[src/rtl/argmax_pkg.sv]
// Shared definitions for the streaming argmax unit: FSM encoding and an
// elaboration-time ceiling-log2 helper used for width checks.
package argmax_pkg;

    typedef enum logic {
        ACCUM = 1'b0,
        HOLD  = 1'b1
    } state_t;

    function automatic int clog2(input int n);
        int r;
        int v;
        r = 0;
        v = 1;
        while (v < n) begin
            v = v * 2;
            r = r + 1;
        end
        return r;
    endfunction

endpackage

[src/rtl/argmax_compare.sv]
// Combinational replace decision: the first element always wins, later
// elements win only when strictly greater, so ties keep the earlier index.
module argmax_compare #(
    parameter int DATA_WIDTH  = 32,
    parameter int SIGNED_MODE = 0
) (
    input  logic [DATA_WIDTH-1:0] i_candidate,
    input  logic [DATA_WIDTH-1:0] i_best,
    input  logic                  i_first,
    output logic                  o_take_candidate
);

    logic w_gt_signed;
    logic w_gt_unsigned;

    assign w_gt_signed   = ($signed(i_candidate) > $signed(i_best));
    assign w_gt_unsigned = (i_candidate > i_best);

    // Select the compare semantics and apply the first-element override.
    always_comb begin
        o_take_candidate = 1'b0;
        if (i_first) begin
            o_take_candidate = 1'b1;
        end else if (SIGNED_MODE != 0) begin
            o_take_candidate = w_gt_signed;
        end else begin
            o_take_candidate = w_gt_unsigned;
        end
    end

endmodule

[src/rtl/argmax_stream_unit.sv]
// Streaming argmax: indexes VECTOR_LENGTH accepted scores and presents the
// winning index and value through a valid/ready result handshake.
module argmax_stream_unit
    import argmax_pkg::*;
#(
    parameter int DATA_WIDTH    = 32,
    parameter int VECTOR_LENGTH = 10,
    parameter int INDEX_WIDTH   = 8,
    parameter int SIGNED_MODE   = 0
) (
    input  logic                   clk,
    input  logic                   rst,
    input  logic                   clear,
    input  logic [DATA_WIDTH-1:0]  in_value,
    input  logic                   in_valid,
    output logic                   in_ready,
    output logic [INDEX_WIDTH-1:0] out_index,
    output logic [DATA_WIDTH-1:0]  out_value,
    output logic                   out_valid,
    input  logic                   out_ready
);

    localparam int CNT_W = (clog2(VECTOR_LENGTH) < 1) ? 1 : clog2(VECTOR_LENGTH);
    localparam logic [CNT_W-1:0] LAST_COUNT = CNT_W'(VECTOR_LENGTH - 1);

    if (VECTOR_LENGTH < 1) begin : g_len_check
        $error("argmax_stream_unit: VECTOR_LENGTH must be at least 1");
    end
    if (INDEX_WIDTH < clog2(VECTOR_LENGTH)) begin : g_index_check
        $error("argmax_stream_unit: INDEX_WIDTH too narrow for VECTOR_LENGTH");
    end

    state_t                 r_state;
    logic [CNT_W-1:0]       r_count;
    logic [DATA_WIDTH-1:0]  r_best_value;
    logic [INDEX_WIDTH-1:0] r_best_index;
    logic                   r_out_valid;
    logic [INDEX_WIDTH-1:0] r_out_index;
    logic [DATA_WIDTH-1:0]  r_out_value;

    state_t                 w_state_next;
    logic [CNT_W-1:0]       w_count_next;
    logic [DATA_WIDTH-1:0]  w_best_value_next;
    logic [INDEX_WIDTH-1:0] w_best_index_next;
    logic                   w_out_valid_next;
    logic [INDEX_WIDTH-1:0] w_out_index_next;
    logic [DATA_WIDTH-1:0]  w_out_value_next;

    logic                   w_first;
    logic                   w_last;
    logic                   w_take;
    logic [DATA_WIDTH-1:0]  w_merge_value;
    logic [INDEX_WIDTH-1:0] w_merge_index;

    assign w_first = (r_count == {CNT_W{1'b0}});
    assign w_last  = (r_count == LAST_COUNT);

    argmax_compare #(
        .DATA_WIDTH  (DATA_WIDTH),
        .SIGNED_MODE (SIGNED_MODE)
    ) u_compare (
        .i_candidate      (in_value),
        .i_best           (r_best_value),
        .i_first          (w_first),
        .o_take_candidate (w_take)
    );

    // Best-so-far including the element on the input this cycle.
    assign w_merge_value = w_take ? in_value : r_best_value;
    assign w_merge_index = w_take ? INDEX_WIDTH'(r_count) : r_best_index;

    assign in_ready  = (r_state == ACCUM);
    assign out_valid = r_out_valid;
    assign out_index = r_out_index;
    assign out_value = r_out_value;

    // Next-state and datapath update; clear overrides any accept or handshake.
    always_comb begin
        w_state_next      = r_state;
        w_count_next      = r_count;
        w_best_value_next = r_best_value;
        w_best_index_next = r_best_index;
        w_out_valid_next  = r_out_valid;
        w_out_index_next  = r_out_index;
        w_out_value_next  = r_out_value;
        if (clear) begin
            w_state_next      = ACCUM;
            w_count_next      = {CNT_W{1'b0}};
            w_best_value_next = {DATA_WIDTH{1'b0}};
            w_best_index_next = {INDEX_WIDTH{1'b0}};
            w_out_valid_next  = 1'b0;
        end else begin
            case (r_state)
                ACCUM: begin
                    if (in_valid) begin
                        w_best_value_next = w_merge_value;
                        w_best_index_next = w_merge_index;
                        if (w_last) begin
                            w_count_next     = {CNT_W{1'b0}};
                            w_out_valid_next = 1'b1;
                            w_out_index_next = w_merge_index;
                            w_out_value_next = w_merge_value;
                            w_state_next     = HOLD;
                        end else begin
                            w_count_next = r_count + CNT_W'(1);
                        end
                    end else begin
                        w_state_next = ACCUM;
                    end
                end
                HOLD: begin
                    if (r_out_valid && out_ready) begin
                        w_out_valid_next = 1'b0;
                        w_state_next     = ACCUM;
                    end else begin
                        w_state_next = HOLD;
                    end
                end
                default: begin
                    w_state_next     = ACCUM;
                    w_count_next     = {CNT_W{1'b0}};
                    w_out_valid_next = 1'b0;
                end
            endcase
        end
    end

    // FSM state register.
    always_ff @(posedge clk or posedge rst) begin
        if (rst) begin
            r_state <= ACCUM;
        end else begin
            r_state <= w_state_next;
        end
    end

    // Counter, running best and registered result.
    always_ff @(posedge clk or posedge rst) begin
        if (rst) begin
            r_count      <= {CNT_W{1'b0}};
            r_best_value <= {DATA_WIDTH{1'b0}};
            r_best_index <= {INDEX_WIDTH{1'b0}};
            r_out_valid  <= 1'b0;
            r_out_index  <= {INDEX_WIDTH{1'b0}};
            r_out_value  <= {DATA_WIDTH{1'b0}};
        end else begin
            r_count      <= w_count_next;
            r_best_value <= w_best_value_next;
            r_best_index <= w_best_index_next;
            r_out_valid  <= w_out_valid_next;
            r_out_index  <= w_out_index_next;
            r_out_value  <= w_out_value_next;
        end
    end

endmodule

[config.mk]
export PLATFORM = sky130hd
export DESIGN_NAME = argmax_stream_unit
export DESIGN_NICKNAME = d
export VERILOG_FILES = /design/src/rtl/argmax_pkg.sv /design/src/rtl/argmax_compare.sv /design/src/rtl/argmax_stream_unit.sv
export SDC_FILE = /design/constraint.sdc
export NUM_CORES = 1
export LEC_CHECK = 0
export ABC_AREA = 1
export BUFFER_PORTS_ARGS = -buffer_cell sky130_fd_sc_hd__buf_2
export CAP_MARGIN = 30
export CELL_PAD_IN_SITES_DETAIL_PLACEMENT = 1
export CELL_PAD_IN_SITES_GLOBAL_PLACEMENT = 1
export CORE_ASPECT_RATIO = 1.5
export CORE_UTILIZATION = 41
export DETAILED_ROUTE_END_ITERATION = 10
export GPL_TIMING_DRIVEN = 0
export HOLD_SLACK_MARGIN = 0.05
export PLACE_DENSITY = 0.9
export SLEW_MARGIN = 20
export SYNTH_ARGS = -nofsm -noshare
export SYNTH_HDL_FRONTEND = slang
export SYNTH_SLANG_ARGS = --single-unit
[constraint.sdc]
create_clock -name clk -period 3.5 [get_ports clk]
set_clock_uncertainty 0.1 [all_clocks]
set_input_delay 0.35 -clock clk [delete_from_list [all_inputs] [get_ports clk]]
set_output_delay 0.35 -clock clk [all_outputs]
set_load 0.05 [all_outputs]
==> insert_results.sql <==
INSERT INTO impl_metrics (metric_group, metric, value, unit) VALUES
('drt', 'drt-wirelength-per-cell', '16.39', 'µm'),
('timing', 'rsz0062_at_grt', 'no', ''),
('floorplan', 'pin_count', '79', ''),
('power', 'totalPowerFinal', '2.726', 'mW'),
('cts', 'postCtsResizedCells', '0', ''),
('global_route', 'global_route.usage.total', '25.29', '%'),
('run', 'maxCapViolations', '0', ''),
('cts', 'ctsRootBufferMaster', 'sky130_fd_sc_hd__clkbuf_16', ''),
('synthesis', 'synth.avg_cell_area', '7.562', 'µm²'),
('timing', 'hold_viol', '0', ''),
('timing', 'final_period_utilization', '70.10', '%'),
('floorplan', 'initial_standard_cell_utilization_of_the_core', '42.06', '%'),
('timing', 'max_freq', '407.6', 'MHz'),
('synthesis', 'syn-num-nets', '710', ''),
('timing', 'report.final.slew_viol_count', '0', ''),
('critical_path', 'timing.critical_path.slowest_cell_delay', '0.38', 'ns'),
('cts', 'cts_made_buffers', '9', ''),
('synthesis', 'ys_seq_area_share', '44.61', '%'),
('final_layout', 'post_route_cells_drive_above_1_share', '15.55', '%'),
('final_layout', 'mostFrequentLayoutCell', 'sky130_fd_sc_hd__nand2_1', ''),
('critical_path', 'worst_setup_path_start_kind', 'register', ''),
('power', 'power_per_cell_area', '472.7', 'mW/mm²'),
('synthesis', 'yosysWarningCount', '0', ''),
('final_layout', 'finalCoreUtilization', '50.26', '%'),
('placement', 'detailedPlacementHpwl', '10770', 'µm'),
('placement', 'gp_congestion', '0.8353', ''),
('global_route', 'first_global_vias', '5030', ''),
('drt', 'first_iter_violations', '221', ''),
('drt', 'detail_route.drc_violations', '0', ''),
('global_route', 'largest_net_degree_at_the_start_of_global_routing', '48', ''),
('worst_hold_path', 'hp-class', 'input pin to register', ''),
('final_layout', 'area.growth.synth_to_final', '19.50', '%'),
('timing', 'tightest_slew', '0.5754', 'ns'),
('critical_path', 'crit_fanout', '10', ''),
('critical_path', 'critPathRequiredTime', '3.63', 'ns'),
('final_layout', 'antenna_cells', '0', ''),
('final_layout', 'layout.cells.most_common_list', 'sky130_fd_sc_hd__nand2_1 (238), sky130_fd_sc_hd__nand3_1 (113), sky130_fd_sc_hd__dfrtp_1 (86), sky130_fd_sc_hd__buf_2 (83), sky130_fd_sc_hd__inv_1 (80)', ''),
('synthesis', 'yosys_register_bits', '86', ''),
('placement', 'number_of_buffers_added_on_ports', '78', ''),
('cts', 'cts_buffer_depth', '2', ''),
('power', 'max-vdd-ir-drop', '237.0', 'µV'),
('drt', 'ant_nets', '0', ''),
('timing', 'final.setup.worst_slack', '1.047', 'ns'),
('critical_path', 'crit_top_cell', 'sky130_fd_sc_hd__nand3_1', ''),
('synthesis', 'synth_top_area_share', '44.61', '%'),
('global_route', 'grt_first_pass_wirelength', '24150', 'µm'),
('critical_path', 'critical_register_to_register_path_endpoint', 'out_value[21]', ''),
('final_layout', 'layoutNonFillerInstCount', '883', ''),
('worst_hold_path', 'hold_path_depth', '4', ''),
('global_route', 'grt-ovfl-total', '0', ''),
('floorplan', 'site_row_count', '48', ''),
('cts', 'cts.clk_slew.worst_paths', '0.06', 'ns'),
('synthesis', 'netlist.top_cell.by_area', 'sky130_fd_sc_hd__dfrtp_1', ''),
('cts', 'clk_latency', '0.35', 'ns'),
('status', 'status', 'complete, no violations', ''),
('timing', 'setup_viol', '0', ''),
('floorplan', 'die_h', '134.9', 'µm'),
('cts', 'clock_tree.htree_level_count', '3', ''),
('critical_path', 'crit_path_cell_trace', 'inv_1, ha_1, a21oi_1, nor2_1, nor2_1, nand3_1, a21oi_2, nand2_2, nand2_2, buf_6, buf_6, nand3_1, nand3_1, nand2_1', ''),
('timing', 'timing.slew.headroom', '61.64', '%'),
('cts', 'cts_tree', 'done', ''),
('drt', 'detail_route.first_pass.iterations', '4', ''),
('critical_path', 'worst-r2r-setup-slack', '1.05', 'ns'),
('global_route', 'number_of_antenna_violations_at_the_first_check_in_global_routing', '0', ''),
('synthesis', 'synth.lib_cells_used.distinct', '26', ''),
('power', 'total_leakage_power', '3.302', 'nW'),
('critical_path', 'r2r-start', 'r_best_value[21]', ''),
('cts', 'sink_count', '86', ''),
('critical_path', 'timing.critical_path.to_type', 'register', ''),
('critical_path', 'critPathArrivalTime', '2.58', 'ns'),
('floorplan', 'die-width', '90.57', 'µm');
registers in the layout, summed over array words and instances (netlist names):
register and flops:
out_index 8, out_valid 1, out_value 32, r_best_index 8, r_best_value 32, r_count 4
r_state 1
report_power, final:
part           switching, mW  internal (mW)  total [mW]
clock                  0.400          0.658        1.06
combinational          0.400          0.181       0.581
sequential            0.0347           1.05        1.09
worst max path at each step:
stage | start | end | slack, ns | cells after the start
2_1_floorplan | rst | out_index[0] | 0.83 | 1
5_1_grt | r_best_value[21] | out_value[27] | 0.81 | 14
4_1_cts | r_best_value[21] | out_value[0] | 1.05 | 14
3_5_place_dp | in_value[19] | out_value[21] | 1.12 | 14
3_3_place_gp | rst | out_value[2] | -0.34 | 2
6_report | r_best_value[21] | out_value[21] | 1.05 | 14
kinds of logic after synthesis:
| family | Yosys count | share of synthesized area [%] |
|---|---|---|
| AND/OR/NAND/NOR | 372 | 32.18 |
| adder cells (fa/ha/maj) | 35 | 9.077 |
| flip-flops | 86 | 44.61 |
| XOR/XNOR | 2 | 0.3631 |
| AO/OA/AOI/OAI | 31 | 3.838 |
| buffers and inverters | 112 | 9.932 |
synth_stat cells (all sizes together):
library cell  instances
o21ai                10
buf                  13
nand3               113
o21a                  1
a21oi                13
a21o                  1
o311ai                1
clkinv                4
a41oi                 1
xor2                  2
nand4                 2
nor2                 16
ha                   35
clkbuf               13
inv                  82
nand2               241
dfrtp                86
a21boi                4
worst max-delay path: cells and delay by family, from the launching register on:
family | cells | cell delay, ns
simple gates | 8 | 0.83
compound gates | 2 | 0.40
flops | 1 | 0.38
buf+inv | 3 | 0.38
fa+ha+maj | 1 | 0.25
metal layers:
layer  track usage [%]  up-vias  routed length [µm]
met3             4.786       40                 493
met5                 0        -                   0
met4             11.47        0                 473
met1             27.49     2296                5677
li1                  -     2195                   -
met2             47.10      107                7823
timing repair:
item                                    CTS  global route
endpoints found under the setup margin    0             0
hold endpoints to repair                 39             0
buffers inserted                          0             0
hold buffers                              1             0
final cells by class:
type                    count  area, µm²  area share, %
well taps                 150      187.7          3.255
inverters                  86      325.3          5.642
flip-flops and latches     86       2152          37.33
clock buffers              11      252.7          4.384
multi-input cells         440       2193          38.04
repair buffers             80      427.9          7.422
clock inverters             4      70.07          1.215
plain buffers              26      156.4          2.713
per-stage QoR:
step	TNS, ns	hold slack, ns	instance area [µm²]
6_report	0	0.2288	5766
5_1_grt	0	0.2499	5766
4_1_cts	0	0.2254	5766
3_5_place_dp	0	0.3497	5433
3_3_place_gp	-28.19	0.3583	5403
2_1_floorplan	0	0.3491	4825
Note: power is estimated with default switching activity, not from simulation.
